**src/rtl/egg_timer_pkg.sv**
```systemverilog
// Shared types and defaults for the egg timer controller.
// No logic; state encoding is visible on the debug port.
package egg_timer_pkg;

    localparam int DIGIT_W        = 4;
    localparam int MAX_MIN_DEF    = 99;
    localparam int ALARM_SECS_DEF = 10;

    typedef enum logic [2:0] {
        ST_IDLE  = 3'd0,
        ST_SET   = 3'd1,
        ST_RUN   = 3'd2,
        ST_PAUSE = 3'd3,
        ST_DONE  = 3'd4
    } state_t;

endpackage

```
**src/rtl/mmss_counter.sv**
```systemverilog
// mm:ss BCD time register with clear, minute/second increment and one-second decrement.
// Latency: digits update one cycle after a command; is_zero looks ahead at the next value.
// Backpressure: none, commands are applied in the cycle they are asserted.
module mmss_counter
    import egg_timer_pkg::*;
#(
    parameter int MAX_MIN = MAX_MIN_DEF
) (
    input  logic               clk_in,
    input  logic               reset_n,
    input  logic               load_zero,
    input  logic               inc_min,
    input  logic               inc_sec,
    input  logic               dec,
    output logic [DIGIT_W-1:0] min_tens,
    output logic [DIGIT_W-1:0] min_ones,
    output logic [DIGIT_W-1:0] sec_tens,
    output logic [DIGIT_W-1:0] sec_ones,
    output logic               is_zero
);

    localparam logic [DIGIT_W-1:0] MAX_T = DIGIT_W'(MAX_MIN / 10);
    localparam logic [DIGIT_W-1:0] MAX_O = DIGIT_W'(MAX_MIN % 10);

    logic [DIGIT_W-1:0] mt_q, mo_q, st_q, so_q;
    logic [DIGIT_W-1:0] mt_d, mo_d, st_d, so_d;

    always_comb begin
        mt_d = mt_q;
        mo_d = mo_q;
        st_d = st_q;
        so_d = so_q;
        if (load_zero) begin
            mt_d = '0;
            mo_d = '0;
            st_d = '0;
            so_d = '0;
        end else begin
            if (inc_min) begin
                if (mt_q == MAX_T && mo_q == MAX_O) begin
                    mt_d = '0;
                    mo_d = '0;
                end else if (mo_q == 4'd9) begin
                    mo_d = '0;
                    mt_d = mt_q + 4'd1;
                end else begin
                    mo_d = mo_q + 4'd1;
                end
            end
            // seconds wrap on their own, never carrying into minutes
            if (inc_sec) begin
                if (st_q == 4'd5 && so_q == 4'd9) begin
                    st_d = '0;
                    so_d = '0;
                end else if (so_q == 4'd9) begin
                    so_d = '0;
                    st_d = st_q + 4'd1;
                end else begin
                    so_d = so_q + 4'd1;
                end
            end
            if (dec) begin
                if (st_q == 4'd0 && so_q == 4'd0) begin
                    st_d = 4'd5;
                    so_d = 4'd9;
                    if (mo_q == 4'd0) begin
                        mo_d = 4'd9;
                        mt_d = mt_q - 4'd1;
                    end else begin
                        mo_d = mo_q - 4'd1;
                    end
                end else if (so_q == 4'd0) begin
                    so_d = 4'd9;
                    st_d = st_q - 4'd1;
                end else begin
                    so_d = so_q - 4'd1;
                end
            end
        end
        is_zero = (mt_d == '0) && (mo_d == '0) && (st_d == '0) && (so_d == '0);
    end

    always_ff @(posedge clk_in or negedge reset_n) begin
        if (!reset_n) begin
            mt_q <= '0;
            mo_q <= '0;
            st_q <= '0;
            so_q <= '0;
        end else begin
            mt_q <= mt_d;
            mo_q <= mo_d;
            st_q <= st_d;
            so_q <= so_d;
        end
    end

    assign min_tens = mt_q;
    assign min_ones = mo_q;
    assign sec_tens = st_q;
    assign sec_ones = so_q;

endmodule

```
**src/rtl/egg_timer_ctrl.sv**
```systemverilog
// Kitchen egg timer: button-driven mm:ss setting, 1 Hz countdown, timed alarm.
// Latency: buttons reach outputs in 1 cycle; tick_clk edges in 3 cycles.
// Backpressure: none; buttons are single-cycle pulses, lower-priority ones are dropped.
module egg_timer_ctrl
    import egg_timer_pkg::*;
#(
    parameter int ALARM_SECS = ALARM_SECS_DEF,
    parameter int MAX_MIN    = MAX_MIN_DEF
) (
    input  logic               clk_in,
    input  logic               reset_n,
    input  logic               tick_clk,
    input  logic               btn_start,
    input  logic               btn_stop,
    input  logic               btn_min,
    input  logic               btn_sec,
    input  logic               btn_clear,
    output logic               div_enable,
    output logic               div_reset,
    output logic [DIGIT_W-1:0] min_tens,
    output logic [DIGIT_W-1:0] min_ones,
    output logic [DIGIT_W-1:0] sec_tens,
    output logic [DIGIT_W-1:0] sec_ones,
    output logic               running,
    output logic               alarm,
    output logic [2:0]         state_o
);

    localparam int ACW = (ALARM_SECS < 1) ? 1 : $clog2(ALARM_SECS + 1);

    state_t           state_q, state_d;
    logic [ACW-1:0]   alarm_cnt_q, alarm_cnt_d;
    logic [1:0]       sync_q;
    logic             sync_prev_q;
    logic [2:0]       prime_q;
    logic             tick_pulse;
    logic             load_zero, inc_min, inc_sec, dec, cnt_zero;
    logic             running_q, running_d;
    logic             alarm_q, alarm_d;
    logic             div_enable_q, div_enable_d;
    logic             div_reset_q, div_reset_d;

    // prime_q masks edges until the edge detector holds real history,
    // so a high tick_clk at reset release is not mistaken for an edge
    assign tick_pulse = sync_q[1] & ~sync_prev_q & prime_q[2];

    mmss_counter #(.MAX_MIN(MAX_MIN)) u_mmss (
        .clk_in    (clk_in),
        .reset_n   (reset_n),
        .load_zero (load_zero),
        .inc_min   (inc_min),
        .inc_sec   (inc_sec),
        .dec       (dec),
        .min_tens  (min_tens),
        .min_ones  (min_ones),
        .sec_tens  (sec_tens),
        .sec_ones  (sec_ones),
        .is_zero   (cnt_zero)
    );

    always_comb begin
        state_d     = state_q;
        alarm_cnt_d = alarm_cnt_q;
        load_zero   = 1'b0;
        inc_min     = 1'b0;
        inc_sec     = 1'b0;
        dec         = 1'b0;
        div_reset_d = 1'b0;
        if (btn_clear) begin
            load_zero   = 1'b1;
            state_d     = ST_IDLE;
            alarm_cnt_d = '0;
        end else if (btn_stop) begin
            // a stop also swallows any tick arriving in the same cycle
            if (state_q == ST_RUN) begin
                state_d = ST_PAUSE;
            end else if (state_q == ST_DONE) begin
                state_d     = ST_IDLE;
                alarm_cnt_d = '0;
            end
        end else begin
            case (state_q)
                ST_IDLE, ST_SET: begin
                    if (btn_start) begin
                        if (state_q == ST_SET) begin
                            state_d     = ST_RUN;
                            div_reset_d = 1'b1;
                        end
                    end else if (btn_min || btn_sec) begin
                        inc_min = btn_min;
                        inc_sec = btn_sec;
                        state_d = cnt_zero ? ST_IDLE : ST_SET;
                    end
                end
                ST_PAUSE: begin
                    if (btn_start) state_d = ST_RUN;
                end
                ST_RUN: begin
                    if (tick_pulse) begin
                        dec = 1'b1;
                        if (cnt_zero) begin
                            state_d     = (ALARM_SECS > 0) ? ST_DONE : ST_IDLE;
                            alarm_cnt_d = ACW'(ALARM_SECS);
                        end
                    end
                end
                ST_DONE: begin
                    if (tick_pulse) begin
                        if (alarm_cnt_q <= ACW'(1)) begin
                            state_d     = ST_IDLE;
                            alarm_cnt_d = '0;
                        end else begin
                            alarm_cnt_d = alarm_cnt_q - ACW'(1);
                        end
                    end
                end
                default: state_d = ST_IDLE;
            endcase
        end
        running_d    = (state_d == ST_RUN);
        alarm_d      = (state_d == ST_DONE);
        div_enable_d = (state_d == ST_RUN) || (state_d == ST_DONE);
    end

    always_ff @(posedge clk_in or negedge reset_n) begin
        if (!reset_n) begin
            state_q      <= ST_IDLE;
            alarm_cnt_q  <= '0;
            sync_q       <= '0;
            sync_prev_q  <= 1'b0;
            prime_q      <= '0;
            running_q    <= 1'b0;
            alarm_q      <= 1'b0;
            div_enable_q <= 1'b0;
            div_reset_q  <= 1'b1;
        end else begin
            state_q      <= state_d;
            alarm_cnt_q  <= alarm_cnt_d;
            sync_q       <= {sync_q[0], tick_clk};
            sync_prev_q  <= sync_q[1];
            prime_q      <= {prime_q[1:0], 1'b1};
            running_q    <= running_d;
            alarm_q      <= alarm_d;
            div_enable_q <= div_enable_d;
            div_reset_q  <= div_reset_d;
        end
    end

    assign running    = running_q;
    assign alarm      = alarm_q;
    assign div_enable = div_enable_q;
    assign div_reset  = div_reset_q;
    assign state_o    = state_q;

endmodule

```
**config.mk**
```make
export PLATFORM = sky130hd
export DESIGN_NAME = egg_timer_ctrl
export DESIGN_NICKNAME = d
export VERILOG_FILES = /design/src/rtl/egg_timer_pkg.sv /design/src/rtl/mmss_counter.sv /design/src/rtl/egg_timer_ctrl.sv
export SDC_FILE = /design/constraint.sdc
export NUM_CORES = 1
export LEC_CHECK = 0
export ABC_AREA = 0
export ABC_CLOCK_PERIOD_IN_PS = 3900
export BUFFER_PORTS_ARGS = -buffer_cell sky130_fd_sc_hd__buf_2
export CAP_MARGIN = 20
export CORE_ASPECT_RATIO = 1.1
export CORE_MARGIN = 10
export CORE_UTILIZATION = 40
export DETAILED_ROUTE_END_ITERATION = 8
export GPL_TIMING_DRIVEN = 1
export PLACE_DENSITY = 0.67
export RECOVER_POWER = 25
export SYNTH_ARGS = -nofsm -noshare
export SYNTH_HDL_FRONTEND = slang
export SYNTH_SLANG_ARGS = --single-unit
export TNS_END_PERCENT = 100
```
**constraint.sdc**
```tcl
create_clock -name clk_in -period 3.9 [get_ports clk_in]
set_clock_uncertainty 0.2 [all_clocks]
set_input_delay 0 -clock clk_in [delete_from_list [all_inputs] [get_ports clk_in]]
set_output_delay 0 -clock clk_in [all_outputs]
set_load 0.005 [all_outputs]
```
==> out/qor.yml, run 1 <==
cts.sink_count: 33
p_per_area_nw_per_um2: 259
p_total_uw: 766
crit_path_start_kind: "register"
antennaDiodeCount: 0
r2r_start: "u_mmss.sec_ones[0]"
stdcell_area_um2: 2960
hold_start: "btn_clear"
hpwlAfterDp_mm: 5.11
crit_path_max_fanout: 8
dp_cells: 395
dieArea_um2: 10000
setup_tns_ns: 0
cts_tree: "yes"
p_seq_share_pct: 46.4
end_kind: "register"
ir_drop_mv: 0.190
via_per_inst: 5.78
met2WireLength_mm: 3.48
postSynthNetCount: 313
final-seq-area_um2: 827
drv_cap: 1
required_ns: 3.87
clock_path_buffers: 2
layoutNonFillerInstCount: 409
placementRows: 30
period_share_pct: 91.1
chipHeight_um: 104
wl_per_cell_um: 17.1
tightest_slew_ns: 1.89
hold_violations: 0
start_util_pct: 41.4
num_vias: 2366
io_pins: 31
drt_first_pass_iters: 4
remaining_drc_errors: 0
combPwrFrac_pct: 10.5
yosysWarnings: 0
ant_nets: 0
p_leak_uw: 0.00123
synth.distinct_cells: 69
cts_max_level: 2
cts-root-buf: "clkbuf_8"
antenna_found_initial: 0
violations: "capacitance limit, slew limit"
wirelength_mm: 7.00
cts_buffers: 5
area_growth_pct: 15.5
synth_area_per_cell_um2: 8.81
grt_pass1_vias: 2355
grt_start_max_net_pins: 34
core_um2: 6190
crit_start: "u_mmss.sec_ones[0]"
hold_path_depth: 3
grt_usage_pct: 14.2
switching_share_pct: 25.9
p_sw_uw: 199
setup_slack_ns: 0.347
fin_nets: 350
gp_congestion: 0.921
crit_type: "reg -> reg"
yosysSeqAreaShare_pct: 32.2
outcome: "finished with violations"
slew_headroom_pct: -26.1
max_freq_mhz: 281
layout-drive-gt1-share_pct: 18.2
synth_edf_count: 0
clkPwrFrac_pct: 43.2
ff2ff_path_depth: 11
synth_ff_type: "dfrtp_1"
setup_viol: 0
dpl_cell_area_um2: 2800
portBuffers: 30
place_ws_ns: 0.422
clk-insertion-delay-late_ns: 0.29
m1WireLength_mm: 3.11
period_minus_slack_ns: 3.55
min_path_type: "in -> reg"
intPower_uw: 568
drv_slew: 34
post_cts_buffers: 0
dr_wl_met3_um: 346
synth-async-reset-ratio_pct: 100
cts.reportedPaths.clkPinSlew_ns: 0.08
synth-seq-cells: 33
synth_cells: 291
route.top_layer_used: "met4"
die_x_um: 96.4
drtIter0Drc: 134
crit_arrival_ns: 3.53
fillers: 606
grt_overflow: 0
multi_input_area_um2: 1620
grt_first_pass_wirelength_mm: 11.8
synth_area_um2: 2560
rsz0062_at_grt: "no"
-- layer usage --
metal | track usage [%] | vias up
li1 | - | 1164
met1 | 18.0 | 1134
met2 | 23.5 | 61
met3 | 3.18 | 7
met4 | 3.22 | 0
met5 | 0 | -
-- critical path, cell delays in order (launching register included) --
cell and delay (ns):
dfrtp_1 0.46, inv_1 0.12, ha_1 0.27, or3b_1 0.51
nor4_4 0.32, buf_4 0.21, nor4_1 0.05, or3_1 0.33
nor3_1 0.18, and4_1 0.33, nand3_1 0.15, a32o_1 0.28
-- synth_stat cells (all sizes together), types with 2 or more instances --
master	n	share of area, %
a2111oi	2	0.68
a211oi	5	1.5
a21boi	4	1.2
a21o	2	0.59
a21oi	11	2.1
a31oi	10	2.4
a32o	3	1.2
and2	3	0.73
and3	4	0.98
and3b	2	0.68
buf	6	1.8
clkbuf	7	1.0
dfrtp	32	31
ha	14	6.8
inv	12	1.8
mux2	3	1.5
mux2i	4	1.6
nand2	21	3.1
nand2b	7	1.7
nand3	10	2.0
nand3b	4	1.2
nand4	4	0.98
nor2	31	4.5
nor2b	5	1.2
nor3	15	3.3
nor3b	4	1.2
nor4	11	5.3
o211ai	2	0.59
o21ai	10	2.0
o311ai	2	0.68
o31ai	2	0.78
or2	2	0.49
or3	4	0.98
or3b	5	1.7
or4	2	0.59
or4b	3	1.2
-- metrics by stage --
step	hold WS (ns)	util (%)
final	0.0252	47.8
after global routing	0.0567	47.8
after CTS	0.0246	48.0
after detailed placement	-0.0906	45.2
after global placement	-0.0897	45.2
after floorplan	-0.496	-
-- power groups by stage --
stage	sequential, uW	combinational [uW]	clock [uW]
4_1_cts	355	80.6	336
5_1_grt	357	90.1	357
2_1_floorplan	360	50.7	0
3_3_place_gp	361	75.4	0
3_5_place_dp	362	75.8	0
6_report	355	80.3	331
-- kinds of logic (layout without fill, tap and decap cells) --
group	after synthesis	in the layout	synth area share, %
other	1	1	0.146
and+or+nand+nor	142	142	33.9
AOI/OAI and AO/OA	66	66	18.3
xor gates and xnor gates	2	2	0.683
muxes	7	7	3.02
buffers and inverters	25	63	4.54
DFF	33	33	32.2
adders and majority gates	15	15	7.22
-- state kept, by name (all words and copies together), names as in the netlist --
signal           flops
alarm                1
alarm_cnt_q          4
div_enable           1
div_reset            1
prime_q              3
running              1
state_o              3
sync_prev_q          1
sync_q               2
u_mmss.min_ones      4
u_mmss.min_tens      4
u_mmss.sec_ones      4
u_mmss.sec_tens      4
-- layout make-up --
cell class | count | share of cell area, %
flip-flops and latches | 33 | 27.9
inverters | 12 | 1.52
clock inverters | 3 | 1.56
clock buffers | 5 | 2.32
multi-input cells | 233 | 54.7
repair buffers | 43 | 8.57
well taps | 80 | 3.38
-- what timing repair did --
item | CTS | global route
hold buffers | 6 | 0
gates resized for setup | 0 | 0
hold endpoints to repair | 35 | 0
-- worst paths after layout --
path | to | slack [ns]
min | u_mmss.sec_ones[0] | 0.03
max | alarm_cnt_q[2] | 0.35
max in group asynchronous | state_o[1] | 1.85
max reg2reg | alarm_cnt_q[2] | 0.35
min in group asynchronous | alarm | 0.57
min reg2reg | sync_q[1] | 0.15
-- cell usage in the layout, fill, tap and decap left out, types with 5 or more instances in the layout --
| cell | n |
|---|---|
| nor4_1 | 6 |
| nand2b_1 | 7 |
| buf_2 | 23 |
| dlygate4sd3_1 | 6 |
| nand2_1 | 21 |
| a31oi_1 | 10 |
| nor2b_1 | 5 |
| clkbuf_8 | 5 |
| o21ai_0 | 9 |
| nor3_1 | 13 |
| dfrtp_1 | 32 |
| nor2_1 | 31 |
| clkbuf_1 | 7 |
| buf_4 | 7 |
| nand3_1 | 10 |
| ha_1 | 14 |
| a211oi_1 | 5 |
| a21oi_1 | 11 |
| inv_1 | 12 |
(Power assumes the default switching activity.)
==> inputs of run 2 (changes only) <==
--- a/config.mk
+++ b/config.mk
@@ -11,10 +11,10 @@
 export CAP_MARGIN = 20
 export CORE_ASPECT_RATIO = 1.1
 export CORE_MARGIN = 10
-export CORE_UTILIZATION = 40
+export CORE_UTILIZATION = 45
 export DETAILED_ROUTE_END_ITERATION = 8
 export GPL_TIMING_DRIVEN = 1
-export PLACE_DENSITY = 0.67
+export PLACE_DENSITY = 0.73
 export RECOVER_POWER = 25
 export SYNTH_ARGS = -nofsm -noshare
 export SYNTH_HDL_FRONTEND = slang
==> run 2 against run 1 <==
  * The run still ends with capacitance limit, slew limit left
  * Cell area fell by 0.46%
  * Worst hold slack got worse by 0.012 ns
  * Combinational power grew 0.7%
  * First-iteration DRC count is 21% higher
  * Global-route usage grew 0.61 points
  * Count of clock-buffer cells in the layout did not move
  * Total power grew 0.96%
  * Highest routed layer unchanged
==> out/qor.yml, run 2 (synthesis gave the netlist of run 1 again) <==
slowest_delay_ns: 0.50  # about the same
gp_congestion: 0.966  # +4.9%
crit_arrival_ns: 3.53  # about the same
holdWs_ns: 0.0130  # -0.0122 ns
fin_nets: 349  # -0.29%
cp_cell_sequence: "inv_1 -> ha_1 -> or3b_1 -> nor4_4 -> buf_4 -> nor4_1 -> or3_1 -> nor3_1 -> and4_1 -> nand3_1 -> a32o_1"
setup_tns_ns: 0  # unchanged
fillers: 541  # -11%
grt_start_max_net_pins: 34  # unchanged
rsz0062_at_grt: "no"
crit_path_start_kind: "register"
period_share_pct: 91.0  # -0.13 points
outcome: "finished with violations"
drv_cap: 1  # unchanged
slew_headroom_pct: -20.4  # +5.6 points
p_sw_uw: 206  # +3.7%
hold_end: "state_o[1]"
r2r_start: "u_mmss.sec_ones[0]"
final_common_cell: "dfrtp_1"
cts_max_level: 2  # unchanged
required_ns: 3.88  # about the same
clkPwrFrac_pct: 43.6  # +0.4 points
final_cell_mix: "dfrtp_1 (32), nor2_1 (31), buf_2 (25)"
num_vias: 2441  # +3.2%
grt_overflow: 0  # unchanged
wl_per_cell_um: 17.4  # +1.7%
drv_slew: 34  # unchanged
setup_slack_ns: 0.352  # +0.00507 ns
crit_buf_inv: 2  # unchanged
combPwrFrac_pct: 10.5  # about the same
io_pins: 31  # unchanged
hold_violations: 0  # unchanged
clock_path_buffers: 2  # unchanged
hold_start: "btn_stop"
violations: "capacitance limit, slew limit"
ant_nets: 0  # unchanged
hpwlAfterDp_mm: 5.11  # -0.11%
p_seq_share_pct: 45.9  # -0.5 points
critPathSlowestCell: "or3b_1"
antenna_found_initial: 0  # unchanged
portBuffers: 30  # unchanged
layoutNonFillerInstCount: 403  # -1.5%
chipHeight_um: 99.2  # -4.6%
ir_drop_mv: 0.210  # +10%
setup_viol: 0  # unchanged
core_um2: 5470  # -12%
placementRows: 28  # -6.7%
dieArea_um2: 9120  # -8.9%
r2r-end: "alarm_cnt_q[0]"
p_per_area_nw_per_um2: 262  # +1.4%
reg2reg_slack_ns: 0.35  # about the same
tightest_slew_ns: 1.81  # -0.0846 ns
post_cts_buffers: 0  # unchanged
drtIter0Drc: 162  # +21%
final-seq-area_um2: 827  # unchanged
finalCoreUtilization_pct: 54.0  # +6.1 points
cts_tree: "yes"
p_leak_uw: 0.00123  # about the same
area_growth_pct: 15.0
start_util_pct: 46.9  # +5.5 points
crit_type: "reg -> reg"
crit_family: "simple AND/OR/NAND/NOR gates"
grt_first_pass_wirelength_mm: 11.3  # -4.6%
intPower_uw: 568  # about the same
hold_path_depth: 3  # unchanged
cts.reportedPaths.clkPinSlew_ns: 0.08  # about the same
crit_path_max_fanout: 8  # unchanged
cts_hold_buffers: 5  # -1
clk-insertion-delay-late_ns: 0.29  # about the same
cts-root-buf: "clkbuf_8"
antennaDiodeCount: 0  # unchanged
multi_input_area_um2: 1620  # unchanged
max_freq_mhz: 282  # +0.14%
switching_share_pct: 26.6  # +0.71 points
wirelength_mm: 7.01  # +0.23%
place_ws_ns: 0.445  # +0.0231 ns
remaining_drc_errors: 0  # unchanged
ff2ff_path_depth: 11  # unchanged
die_x_um: 92.0  # -4.5%
grt_usage_pct: 14.8  # +0.61 points
grt_pass1_vias: 2283  # -3.1%
drt_first_pass_iters: 5  # +1
cts.sink_count: 33  # unchanged
layout-drive-gt1-share_pct: 18.9  # +0.67 points
cts_resized: 0  # unchanged
period_minus_slack_ns: 3.55  # -0.00507 ns
min_path_type: "in -> reg"
dp_cells: 390  # -1.3%
cts_buffers: 5  # unchanged
via_per_inst: 6.06  # +4.7%
end_kind: "register"
## run 2: area by class of cell
class | instances | share of cell area [%]
flip-flops and latches | 33 | 28.0
clock inverters | 3 | 1.57
inverters | 12 | 1.53
multi-input cells | 233 | 55.0
clock buffers | 5 | 2.33
well taps | 75 | 3.18
repair buffers | 42 | 8.36
## run 2: worst max path at each step
stage | from | to | slack (ns) | depth (start not counted)
after floorplan | u_mmss.sec_ones[0] | alarm_cnt_q[1] | 0.52 | 11
after global placement | u_mmss.sec_ones[0] | alarm_cnt_q[2] | 0.54 | 11
after detailed placement | u_mmss.sec_ones[0] | alarm_cnt_q[1] | 0.45 | 11
after CTS | u_mmss.sec_ones[0] | alarm_cnt_q[0] | 0.38 | 11
after global routing | u_mmss.sec_ones[0] | alarm_cnt_q[2] | 0.07 | 11
final | u_mmss.sec_ones[0] | alarm_cnt_q[0] | 0.35 | 11
## run 2: layer usage
| layer | part of all wire [%] | routed length [um] | global-route usage [%] | vias to the layer above |
|---|---|---|---|---|
| met5 | 0 | 0 | 0 | - |
| met4 | 1.3 | 90 | 4.51 | 0 |
| met3 | 6.0 | 419 | 3.53 | 13 |
| met2 | 49 | 3420 | 25.4 | 97 |
| met1 | 44 | 3090 | 17.8 | 1166 |
| li1 | - | - | - | 1165 |
## run 2: stage by stage
| stage | cell area [um2] | power, uW |
|---|---|---|
| floorplan | 2560 | 410 |
| global placement | 2790 | 437 |
| detailed placement | 2790 | 438 |
| CTS | 2960 | 780 |
| global route | 2950 | 807 |
| finish | 2950 | 774 |
## run 2: power groups by stage
stage	clock, uW	sequential [uW]	combinational (uW)
after floorplan	0	360	50.7
after global placement	0	362	75.0
after detailed placement	0	362	76.2
after CTS	344	355	80.8
after global routing	361	356	90.1
final	337	355	80.9
## run 2: worst min-delay path, stage by stage
cell,delay (ns)
buf_2,0.17
inv_1,0.14
a2111oi_0,0.14
